<file path="config.mk">
export PLATFORM = sky130hd
export DESIGN_NAME = jk_mod_counter
export DESIGN_NICKNAME = d
export VERILOG_FILES = /design/src/rtl/jk_pkg.sv /design/src/rtl/jk_cell_sync.sv /design/src/rtl/jk_mod_counter.sv
export SDC_FILE = /design/constraint.sdc
export NUM_CORES = 1
export LEC_CHECK = 0
export ABC_AREA = 0
export CAP_MARGIN = 0
export CORE_MARGIN = 8
export CORE_UTILIZATION = 30
export CTS_BUF_LIST = sky130_fd_sc_hd__clkbuf_16
export DETAILED_ROUTE_END_ITERATION = 7
export SLEW_MARGIN = 20
export SYNTH_ARGS = -nofsm -noshare
export SYNTH_HDL_FRONTEND = slang
export SYNTH_SLANG_ARGS = --single-unit
</file>
<file path="constraint.sdc">
create_clock -name clk -period 2.65 [get_ports clk]
set_clock_uncertainty 0.15 [all_clocks]
set_input_delay 0.795 -clock clk [delete_from_list [all_inputs] [get_ports clk]]
set_output_delay 0.795 -clock clk [all_outputs]
set_load 0.02 [all_outputs]
</file>
<file path="src/rtl/jk_pkg.sv">
// rtl/jk_pkg.sv - JK command encoding and excitation helpers shared by the counter and its cells.
package jk_pkg;

  typedef enum logic [1:0] {
    JK_HOLD = 2'b00,
    JK_CLR  = 2'b01,
    JK_SET  = 2'b10,
    JK_TGL  = 2'b11
  } jk_cmd_t;

  // A non-changing bit always maps to HOLD, so wrap excitation only touches bits that move.
  function automatic jk_cmd_t jk_excite(input logic q, input logic q_next);
    case ({q, q_next})
      2'b01:   return JK_SET;
      2'b10:   return JK_CLR;
      default: return JK_HOLD;
    endcase
  endfunction

  function automatic logic jk_next(input logic q, input jk_cmd_t cmd);
    case (cmd)
      JK_HOLD: return q;
      JK_CLR:  return 1'b0;
      JK_SET:  return 1'b1;
      default: return ~q;
    endcase
  endfunction

endpackage

</file>
<file path="src/rtl/jk_cell_sync.sv">
// rtl/jk_cell_sync.sv - single JK flip-flop with synchronous active-high reset.
module jk_cell_sync
  import jk_pkg::*;
(
  input  logic clk,
  input  logic reset,
  input  logic j,
  input  logic k,
  output logic q,
  output logic q_bar
);

  always_ff @(posedge clk) begin
    if (reset) begin
      q <= 1'b0;
    end else begin
      q <= jk_next(q, jk_cmd_t'({j, k}));
    end
  end

  assign q_bar = ~q;

endmodule

</file>
<file path="src/rtl/jk_mod_counter.sv">
// rtl/jk_mod_counter.sv - modulo-N up/down counter built from a bank of JK cells.
// Holds only the excitation/next-state logic; the state lives in jk_cell_sync instances.
module jk_mod_counter
  import jk_pkg::*;
#(
  parameter int WIDTH   = 4,
  parameter int MODULUS = 10
) (
  input  logic             clk,
  input  logic             reset,
  input  logic             enable,
  input  logic             up_dn,
  input  logic             load,
  input  logic [WIDTH-1:0] load_val,
  output logic [WIDTH-1:0] count,
  output logic [WIDTH-1:0] count_bar,
  output logic             tc,
  output logic [WIDTH-1:0] j_vec,
  output logic [WIDTH-1:0] k_vec
);

  // MODULUS may equal 2**WIDTH, so the clamp compare needs one extra bit.
  localparam logic [WIDTH:0]   MOD_EXT = (WIDTH+1)'(MODULUS);
  localparam logic [WIDTH-1:0] TERM    = WIDTH'(MODULUS - 1);

  logic             at_top;
  logic             at_zero;
  logic [WIDTH-1:0] load_eff;
  logic [WIDTH-1:0] up_tgl;
  logic [WIDTH-1:0] dn_tgl;
  logic [WIDTH-1:0] up_wrap_j;
  logic [WIDTH-1:0] up_wrap_k;
  logic [WIDTH-1:0] dn_wrap_j;
  logic [WIDTH-1:0] dn_wrap_k;

  assign at_top   = (count == TERM);
  assign at_zero  = (count == '0);
  assign load_eff = ({1'b0, load_val} >= MOD_EXT) ? TERM : load_val;

  generate
    for (genvar i = 0; i < WIDTH; i++) begin : g_bit
      if (i == 0) begin : g_lsb
        assign up_tgl[i] = 1'b1;
        assign dn_tgl[i] = 1'b1;
      end else begin : g_upper
        assign up_tgl[i] = &count[i-1:0];
        assign dn_tgl[i] = ~(|count[i-1:0]);
      end

      assign {up_wrap_j[i], up_wrap_k[i]} = jk_excite(count[i], 1'b0);
      assign {dn_wrap_j[i], dn_wrap_k[i]} = jk_excite(count[i], TERM[i]);

      jk_cell_sync u_cell (
        .clk   (clk),
        .reset (reset),
        .j     (j_vec[i]),
        .k     (k_vec[i]),
        .q     (count[i]),
        .q_bar (count_bar[i])
      );
    end
  endgenerate

  // An out-of-range state is never at_top, so it falls into the ripple-toggle path and moves on.
  always_comb begin
    j_vec = '0;
    k_vec = '0;
    if (reset) begin
      k_vec = '1;
    end else if (load) begin
      j_vec = load_eff;
      k_vec = ~load_eff;
    end else if (enable) begin
      if (up_dn) begin
        if (at_top) begin
          j_vec = up_wrap_j;
          k_vec = up_wrap_k;
        end else begin
          j_vec = up_tgl;
          k_vec = up_tgl;
        end
      end else begin
        if (at_zero) begin
          j_vec = dn_wrap_j;
          k_vec = dn_wrap_k;
        end else begin
          j_vec = dn_tgl;
          k_vec = dn_tgl;
        end
      end
    end
  end

  assign tc = enable & ~reset & ~load & ((up_dn & at_top) | (~up_dn & at_zero));

endmodule

</file>
After elaboration in Yosys (flattened, before gate mapping). Index checks and enable logic that the tools add are counted.

Output and inout bits: 17. Flip-flop bits (word level): 4. Bits of input ports: 9. Word-level logic and storage cells: 62.

Magnitude comparators: 1. Multiplexer cells: 23. Reduce and logical (&&, ||, !) cells: 9. Bitwise logic cells: 16. Equality and inequality tests: 9.

Operators with widths (count): 4-bit 2-to-1 mux (13); 1-bit case mux with 3 select lines (4); 1-bit NOT (9); 2-bit by 1-bit == test with 1-bit output, second input constant (4); 2-bit == test, second input constant (4); 2-bit zero test (4); 1-bit bitwise AND (5); 4-bit == test, second input constant (1); 4-bit greater-or-equal comparator, second input constant (1); 4-bit zero test (1); 1-bit 2-to-1 mux (4); 2-bit 2-to-1 mux (2); 4-bit NOT (1); 3-bit AND reduction (1); 3-bit OR reduction (1); 2-bit AND reduction (1); 2-bit OR reduction (1); 1-bit OR (1).

Logic depth before layout (Yosys ltp).
Depth in word-level cells: 9. Mapped depth: 8. Gate-level depth less buffers: 7.

By module. Synthesis repeated with hierarchy kept, for this count alone.

Cell total of the unflattened synthesis: 82. Area total of the unflattened synthesis: 604.3 µm².

By module, submodules not included: jk_cell_sync (cells an instance 10, instances 4, area each 80.1 µm², seq. area each 20.0 µm²); jk_mod_counter (cells an instance 42, instances 1, area each 284.0 µm², seq. area each 0.0 µm²).

Worst setup path after synthesis. No wires, ideal clock.

Path type: input to output. Start: in load. End: out k_vec[1]. Buffers on the path: 2. Stages: 5. Data arrival time: 1781 ps. Data required time: 1705 ps. Slack: -76 ps. Cells stage by stage: clkbuf_1 -> nor2b_1 -> nand2_1 -> o22a_1 -> buf_4.

Cells in the longest elaborated chain, start to end: 2.

RTL lines: start: declaration (RTL line jk_mod_counter.sv:13) `input logic load,`; 4-bit 2-to-1 mux (RTL line jk_mod_counter.sv:70) `end else if (load) begin`; 4-bit 2-to-1 mux (RTL line jk_mod_counter.sv:68) `if (reset) begin`; end: declaration (RTL line jk_mod_counter.sv:19) `output logic [WIDTH-1:0] k_vec`.

Every way passes these cells.

Final worst setup path.
Start: in up_dn. End: out j_vec[3].

Cells in the longest elaborated chain, start to end: 4.

RTL lines: start: declaration (RTL line jk_mod_counter.sv:12) `input logic up_dn,`; 4-bit 2-to-1 mux (RTL line jk_mod_counter.sv:74) `if (up_dn) begin`; 4-bit 2-to-1 mux (RTL line jk_mod_counter.sv:73) `end else if (enable) begin`; 4-bit 2-to-1 mux (RTL line jk_mod_counter.sv:70); 4-bit 2-to-1 mux (RTL line jk_mod_counter.sv:68); end: declaration (RTL line jk_mod_counter.sv:18) `output logic [WIDTH-1:0] j_vec,`.

Every way passes these cells.

==> out/qor.json <==
{
  "n_antenna_cell": 0,
  "grt_pass1_vias": 883,
  "critPathLaunchType": "input port",
  "min-delay-path-class": "reg -> reg",
  "areaGrowthSynthToFinish_pct": 75.4,
  "synth_enable_flop_cells": 0,
  "initial_core_util_pct": 31.1,
  "worstPathArrival_ps": 1810,
  "post_detailed_route_via_to_cell_ratio": 4.72,
  "number_of_flip_flops_in_the_largest_register": 4,
  "gr-total-overflow": 0,
  "die_h_um": 66.4,
  "layout.core_utilization_pct": 54.5,
  "registers.top_by_ff_count": "g_bit.u_cell.q",
  "crit_path_max_fanout": 6,
  "antenna_found_initial": 0,
  "yosys-top-cells-area": "sky130_fd_sc_hd__buf_4 16%, sky130_fd_sc_hd__ha_1 13%, sky130_fd_sc_hd__dfxtp_1 10%, sky130_fd_sc_hd__inv_1 5.4%, sky130_fd_sc_hd__a31oi_1 4.1%",
  "clockBufferDepth": 2,
  "layoutNonFillerInstCount": 186,
  "wl_per_cell_um": 11.8,
  "synth_top_area_share_pct": 15.7,
  "fin_setup_tns_ps": -285,
  "irDropWorstVdd_v": 0.000316,
  "ff_latch_area_um2": 80.1,
  "proportion_of_layout_cells_with_a_drive_suffix_above_1_pct": 48.7,
  "synth.cell_area_um2": 763,
  "first_pass_iters": 4,
  "rsz_0062_raised_after_global_routing": "yes",
  "route.antenna.remaining_nets": 0,
  "buffer_ports.inserted": 25,
  "synth.yosys.seq_area_share_pct": 10.5,
  "gp_congestion": 0.815,
  "finalHoldViolations": 0,
  "placeableCoreArea_um2": 2450,
  "synthesis.instances": 106,
  "worst_hold_slack_ps": 484,
  "pin_count": 26,
  "status": "complete, but fails checks",
  "synth_seq_cells": 4,
  "max_cap_violations": 0,
  "cellPowerDensity_nw_per_um2": 451,
  "root_buffer": "sky130_fd_sc_hd__clkbuf_16",
  "h-tree-depth": 1,
  "worst_ep_required_time_ps": 1710,
  "cts_tree": "built",
  "finish.net_count": 175,
  "worst_skew_pair.late_latency_ps": 230,
  "setup_viol": 4,
  "multi_input_comb_area_um2": 529,
  "slew_headroom_pct": 75.9,
  "layout_worst_path_cycle_share_pct": 104,
  "chipWidth_um": 66.4,
  "setup.worst_path.class": "in -> out",
  "synth_commonest_cells": "16 x sky130_fd_sc_hd__buf_4, 11 x sky130_fd_sc_hd__inv_1, 8 x sky130_fd_sc_hd__ha_1",
  "floorplan.die_area_um2": 4410,
  "holdBufCountCts": 0,
  "clk_transition_reported_paths_ps": 30,
  "tritoncts_sink_count": 4,
  "drc": 0,
  "grt_start_max_net_pins": 11,
  "synth_warnings": 0,
  "end_kind": "primary output",
  "rows": 18,
  "dr_total_vias": 878,
  "synth.largest_area_cell": "sky130_fd_sc_hd__buf_4",
  "first_pass_grt_wire_length_mm": 3.65,
  "wirelength_mm": 2.20,
  "cts-buffers-inserted": 3,
  "timing.fmax_mhz": 363,
  "globalRouteTotalUtil_pct": 10.5,
  "biggestRegsByFlops": "g_bit.u_cell.q (4)",
  "final.min_clock_period_ps": 2750,
  "yosysMostFrequentCell": "sky130_fd_sc_hd__buf_4",
  "postSynth.asyncResetShare_pct": 0,
  "slew_at_the_pin_closest_to_its_max_slew_limit_ps": 360,
  "dp.cells": 178,
  "static-leakage-power_uw": 0.000657,
  "violations": "negative setup slack",
  "nFillCells": 242,
  "mappedNetlistNets": 123,
  "slew_violations": 0,
  "final.setup.worst_slack_ps": -102,
  "place.detailed.hpwl_mm": 1.74,
  "synthDistinctLibCells": 33,
  "post_synth.cell_area_avg_um2": 7.20,
  "postSynth.topFlopCell": "sky130_fd_sc_hd__dfxtp_1",
  "drt_first_iter_violations": 9
}
[critical path, stage by stage]
cell,delay [ps]
sky130_fd_sc_hd__buf_8,100
sky130_fd_sc_hd__or4_4,410
sky130_fd_sc_hd__a21o_1,190
sky130_fd_sc_hd__a21oi_2,160
sky130_fd_sc_hd__buf_6,140
[metal layers]
layer / track usage (%) / share of wire, %
met5: 0 / 0
met3: 3.05 / 5.9
met4: 6.67 / 1.4
met2: 17.7 / 49
met1: 11.1 / 44
[repair_timing]
item | CTS | global route
resized for setup | 88 | 6
pin swaps | 10 | 4
setup buffers | 2 | 3
endpoints found under the setup margin | 12 | 7
[logic make-up after synthesis]
family / synth area share [%]
AOI/OAI and AO/OA: 29.5
adders and majority gates: 13.1
buffers and inverters: 26.2
DFF: 10.5
and+or+nand+nor: 20.7
[path summary, 6_finish.rpt]
path,start,endpoint,slack (ps),cells after the start
setup reg to reg,g_bit[3].u_cell.q$_SDFFE_PP0P_,g_bit[1].u_cell.q$_SDFFE_PP0P_,390,8
setup / recovery,up_dn,j_vec[3],-100,5
hold reg to reg,g_bit[3].u_cell.q$_SDFFE_PP0P_,g_bit[3].u_cell.q$_SDFFE_PP0P_,480,3
hold / removal,g_bit[3].u_cell.q$_SDFFE_PP0P_,g_bit[3].u_cell.q$_SDFFE_PP0P_,480,3
[through the flow]
| step | power (uW) | worst slack (ps) | instance area, um2 |
|---|---|---|---|
| 3_3_place_gp | 337 | -1000 | 1190 |
| 3_5_place_dp | 342 | -1030 | 1190 |
| 4_1_cts | 599 | -112 | 1310 |
| 2_1_floorplan | 236 | -9.98 | 769 |
| 5_1_grt | 632 | -166 | 1340 |
| 6_report | 603 | -102 | 1340 |
[cell type report]
| cell class | count | share of cell area [%] |
|---|---|---|
| Timing Repair Buffer | 69 | 43.0 |
| Clock buffer | 3 | 5.61 |
| Tap cell | 30 | 2.80 |
| Sequential cell | 4 | 5.98 |
| Inverter | 11 | 3.08 |
| Multi-Input combinational cell | 69 | 39.5 |
[report_power, final]
group	internal, uW	switching (uW)	leakage (uW)	total (uW)
registers	67.4	8.54	0.0000329	76.0
clock network	193	48.4	0.0000370	242
logic	159	127	0.000587	286
total	419	184	0.000657	603
[cells in the final DEF, fill, tap and decap left out, types with 4 or more instances in the layout]
| master | instances |
|---|---|
| sky130_fd_sc_hd__dfxtp_1 | 4 |
| sky130_fd_sc_hd__buf_6 | 9 |
| sky130_fd_sc_hd__inv_1 | 11 |
| sky130_fd_sc_hd__buf_4 | 45 |
| sky130_fd_sc_hd__nor3_1 | 6 |
| sky130_fd_sc_hd__a21oi_1 | 5 |
| sky130_fd_sc_hd__ha_1 | 8 |
| sky130_fd_sc_hd__nand2_1 | 6 |
| sky130_fd_sc_hd__clkdlybuf4s50_1 | 8 |
| sky130_fd_sc_hd__a31oi_1 | 4 |
Power figures use the tool's default switching activity.
